`config.mk`:
```
export PLATFORM = sky130hd
export DESIGN_NAME = rf_write_arbiter
export DESIGN_NICKNAME = d
export VERILOG_FILES = /design/src/rtl/rf_write_arbiter.sv
export SDC_FILE = /design/constraint.sdc
export NUM_CORES = 1
export LEC_CHECK = 0
export BUFFER_PORTS_ARGS = -buffer_cell sky130_fd_sc_hd__buf_2
export CAP_MARGIN = 20
export CORE_MARGIN = 4
export CORE_UTILIZATION = 30
export CTS_BUF_LIST = sky130_fd_sc_hd__clkbuf_8
export DETAILED_ROUTE_END_ITERATION = 10
export GPL_ROUTABILITY_DRIVEN = 1
export SYNTH_ARGS = -nofsm -noshare
export SYNTH_HDL_FRONTEND = slang
export SYNTH_SLANG_ARGS = --single-unit
export TNS_END_PERCENT = 20
```
`constraint.sdc`:
```
create_clock -name Clk -period 2.4 [get_ports Clk]
set_input_delay 0.12 -clock Clk [delete_from_list [all_inputs] [get_ports Clk]]
set_output_delay 0.12 -clock Clk [all_outputs]
set_load 0.03 [all_outputs]
```
`src/rtl/rf_write_arbiter.sv`:
```
// Round-robin arbiter that shares the single register-file write port between
// the ALU writeback (A) and the load writeback (B), with a one-cycle registered path.
module rf_write_arbiter #(
    parameter int W          = 8,
    parameter int A          = 3,
    parameter bit PROTECT_R0 = 1'b0
) (
    input  logic              Clk,
    input  logic              Reset_n,
    input  logic              Hold,
    input  logic              AValid,
    input  logic [A-1:0]      AAddr,
    input  logic [W-1:0]      AData,
    output logic              AReady,
    input  logic              BValid,
    input  logic [A-1:0]      BAddr,
    input  logic [W-1:0]      BData,
    output logic              BReady,
    output logic              RfWriteEn,
    output logic [A-1:0]      RfWaddr,
    output logic [W-1:0]      RfData,
    output logic [2**A-1:0]   Pending,
    output logic              Collision
);

    typedef enum logic {
        GRANT_A = 1'b0,
        GRANT_B = 1'b1
    } grant_e;

    grant_e         last_grant_q, last_grant_d;
    logic           we_q, we_d;
    logic [A-1:0]   waddr_q, waddr_d;
    logic [W-1:0]   data_q, data_d;
    logic           collision_q, collision_d;

    // Readys depend only on Valids, Hold and LastGrant, never on Addr/Data.
    assign AReady = !Hold && AValid && (!BValid || (last_grant_q == GRANT_B));
    assign BReady = !Hold && BValid && (!AValid || (last_grant_q == GRANT_A));

    // NOTE: every always_comb output gets a default first, so no path leaves it unassigned and no latch is inferred.
    always_comb begin
        last_grant_d = last_grant_q;
        we_d         = 1'b0;
        waddr_d      = waddr_q;
        data_d       = data_q;
        collision_d  = AValid && BValid && (AAddr == BAddr) && !Hold;

        if (AReady) begin
            last_grant_d = GRANT_A;
            waddr_d      = AAddr;
            data_d       = AData;
            we_d         = !(PROTECT_R0 && (AAddr == '0));
        end else if (BReady) begin
            last_grant_d = GRANT_B;
            waddr_d      = BAddr;
            data_d       = BData;
            we_d         = !(PROTECT_R0 && (BAddr == '0));
        end
    end

    // NOTE: sequential state uses non-blocking assignments so every register samples pre-edge values.
    always_ff @(posedge Clk or negedge Reset_n) begin
        if (!Reset_n) begin
            last_grant_q <= GRANT_B;
            we_q         <= 1'b0;
            waddr_q      <= '0;
            data_q       <= '0;
            collision_q  <= 1'b0;
        end else begin
            last_grant_q <= last_grant_d;
            we_q         <= we_d;
            waddr_q      <= waddr_d;
            data_q       <= data_d;
            collision_q  <= collision_d;
        end
    end

    assign RfWriteEn = we_q;
    assign RfWaddr   = waddr_q;
    assign RfData    = data_q;
    assign Collision = collision_q;

    always_comb begin
        Pending = '0;
        if (we_q) Pending[waddr_q] = 1'b1;
    end

    a_one_grant: assert property (@(posedge Clk) disable iff (!Reset_n) !(AReady && BReady));
    a_ready_needs_valid: assert property (@(posedge Clk) disable iff (!Reset_n)
        (!AReady || AValid) && (!BReady || BValid));

endmodule

```
# Yosys cells after proc, flatten, opt, wreduce, memory -nomap -nowiden
# Index checks and enable logic that the tools add are counted.
# word_totals
word_cells	34
regBits	14
inputBits	27
out_inout_bits	23
# classes
eq_ne	1
n_lt_le_gt_ge	2
n_reduce_logical	14
n_bitwise	1
n_mux	11
# ops
op	n
$mux W8	3
$logic_and A1 B1 Y1	8
$mux W3	2
$mux W1	5
$lt A3 B4 Y1 const B	1
$demux W1 S3	1
$eq A3 B3 Y1	1
$ge A3 B1 Y1 const B	1
$logic_not A1 Y1	3
$logic_or A1 B1 Y1	2
$reduce_bool A2 Y1	1
$not A1 Y1	1

# Longest topological paths before layout
# logic_depth
ltp_word	5
depth_mapped	4
ltp_nobuf	3

# Worst setup path before layout
# Ideal clock, no wire load.
# synth_path
kind	register to output
startpoint	reg waddr_q[1], in the netlist RfWaddr[1]
endpoint	out Pending[0]
t_arrival_ns	1.389
setup_slack_ns	0.891
stages_incl_launch_ff	3
required_time_ns	2.280
path_buffers	0
cell_sequence	dfrtp_1 > nand2b_1 > nor3_1
# synth_via
elab_chain_cells	5
word_cells_on_any_way	6
classes_between	2 x order compare; 3 x mux; 1 x reduce/logical
# synth_rtl
element	line	rtl
start: declaration	33	logic [A-1:0] waddr_q, waddr_d;
start signal: assignment	73	waddr_q <= waddr_d;
$lt A3 B4 Y1 (not written as such) or $ge A3 B1 Y1 (tied branches)	86	if (we_q) Pending[waddr_q] = 1'b1;
$logic_and A1 B1 Y1 (not written as such)	86	
$mux W1 (not written as such)	86	
$demux W1 S3 *	86	
$mux W8 *	86	
end: declaration	22	output logic [2**A-1:0] Pending,
# Every way passes the cells marked *; elsewhere a longest branch is shown, timed or not.

# Worst setup path in the final report
# layout_path
startpoint	reg last_grant_q
endpoint	out AReady
# layout_via
elab_chain_cells	2
# layout_rtl
element	line	rtl
start: declaration	31	grant_e last_grant_q, last_grant_d;
start signal: assignment	71	last_grant_q <= last_grant_d;
$logic_or A1 B1 Y1	38	assign AReady = !Hold && AValid && (!BValid || (last_grant_q == GRANT_B));
$logic_and A1 B1 Y1	38	
end: declaration	14	output logic AReady,
# Every way passes these cells.

==> out/metrics.csv <==
metric,value,unit
drt-total-wl,2.22,mm
rrSetupSlack,1030,ps
synth_area,863,µm²
core,2760,µm²
hold_viol_final,0,
routabilityCongestion,0.789,
r2r-end,RfData[5],
crit_type,flip-flop to output pin,
timing.final.crit_period,1680,ps
final_nets,162,
max_cap_viol_count,0,
post_cts_buffers,0,
reg2regPathDepth,3,
fin_ws,721,ps
hpwl,1.77,mm
whs_endpoint,RfWaddr[2],
grt_overflow_total,0,
whs_path_depth,2,
antenna_found_initial,0,
dpl_worst_slack,1010,ps
p_leak,0.542,nW
slew_viol_final,0,
area_growth,36.1,%
cts_root_buf,clkbuf_8,
synth_area_per_cell,10.3,µm²
diodes,0,
crit_path_start_kind,flip-flop,
relSlewSlack,79.4,%
start_util,31.3,%
ys_ff_latch,14,
tightest_slew,309,ps
h-tree-depth,1,
tns,0,ps
grt_pass1_wl,3.55,mm
placed_cell_area,1110,µm²
firstDrtPassIters,4,
async_flop_share,100,%
crit_required,2280,ps
cts_made_buffers,3,
finalSetupViolCount,0,
cts_buffer_depth,2,
fin_crit_sh,70.0,%
hp-start,BAddr[2],
synth_cell_types,25,
nFillCells,276,
grt.total_usage,12.8,%
postCtsHoldBufs,1,
ir_drop,0.275,mV
clock_skew,4.53,ps
final_antenna_net_count,0,
hold_path_class,input pin to flip-flop,
cts.sink_count,14,
worst_ep_arrival_time,1560,ps
vias,836,
grt_setup_unrepaired,no,
crit_fanout,11,
grt_max_degree,22,
synth_edf_count,0,
postSynthCellCount,84,
cp-end-kind,output pin,
hold_ws,131,ps
max_freq,596,MHz
first_global_vias,781,
cts_tree,done,
ctsResizeCount,0,
wl_per_cell,13.5,µm
portBuffers,49,
die_width,61.6,µm
drc,0,
dp_cells,160,
outcome,"complete, no violations",
drive_above_1_share,50.7,%
r2r-start,last_grant_q,
die-area,3800,µm²
worstSkewPairLatency,250,ps
ys_seq_area_share,40.7,%
cts.reportedPaths.clkPinSlew,60,ps
synthFlopType,dfrtp_1,
first_iter_violations,21,
via_per_inst,5.07,
power_density,659,nW/µm²
syn-num-nets,111,
final_area,1170,µm²
final_cell_count_no_fill,165,
num_rows,19,
io_pins,50,
die_h,61.6,µm
ys_warn_count,0,
-- report_power, final --
part | total [mW] | internal, mW | switching, mW
Sequential | 0.296 | 0.268 | 0.0276
Clock | 0.230 | 0.145 | 0.0846
Combinational | 0.248 | 0.0900 | 0.158
Total | 0.774 | 0.504 | 0.270
-- state kept, by name, summed over array words and instances, names as in the netlist --
| signal | count |
|---|---|
| last_grant_q | 1 |
| Collision | 1 |
| RfWaddr | 3 |
| RfData | 8 |
| RfWriteEn | 1 |
-- layout make-up --
cell class	instances	area, µm²	share of cell area [%]
Timing Repair Buffer	50	255	21.7
Multi-Input combinational cell	63	463	39.4
Clock buffer	4	55.1	4.69
Sequential cell	14	352	29.9
Tap cell	31	38.8	3.30
Inverter	3	11.3	0.958
-- cells in the final DEF, fill, tap and decap left out, drive strengths merged, types with 4 or more instances in the layout --
cell type,netlist,final
nand2b,4,4
dfrtp,13,13
clkbuf,1,4
a31oi,8,8
nor2,15,15
o2111ai,8,8
o21ai,8,8
buf,3,49
-- critical path, stage by stage (launching register included) --
cell and delay [ps]:
dfstp_2 660, and2b_4 260, nor2_2 170, buf_2 230
-- synthesized netlist by cell type, types with 2 or more instances --
cell	instances	area (µm²)
a31oi_2	8	100
nor2b_1	3	18.8
nand2_1	2	7.51
inv_1	3	11.3
nor2_1	14	52.6
a221o_1	3	30.0
xor2_1	2	17.5
buf_6	2	22.5
o21ai_0	8	40.0
nor3_1	3	15.0
o2111ai_1	8	70.1
dfrtp_1	13	325
nand2b_1	3	18.8
-- routing by layer --
layer	global-route usage, %	part of all wire, %	routed length [µm]
met1	15.9	39	868
met3	1.47	4.1	90
met5	0	0	0
met4	7.27	2.4	53
met2	21.2	54	1210
-- kinds of logic after synthesis --
group           share of synthesized area [%]
buf+inv                                  5.65
xor+xnor                                 3.04
compound gates                           33.2
simple gates                             17.4
flops                                    40.7
-- worst max-delay path by stage --
stage,end,slack [ps],start,cells after the start
floorplan,Pending[0],890,RfWaddr[1],2
detailed placement,AReady,1010,last_grant_q,3
global placement,AReady,1040,last_grant_q,3
finish,AReady,720,last_grant_q,3
global route,AReady,680,last_grant_q,3
CTS,AReady,740,last_grant_q,3
-- per-stage QoR --
stage                     power, mW  utilization (%)
after global placement        0.546             40.2
final                         0.774             42.6
after detailed placement      0.550             40.2
after CTS                     0.782             42.6
after floorplan               0.472                -
after global routing          0.817             42.6
Power figures use the tool's default switching activity.
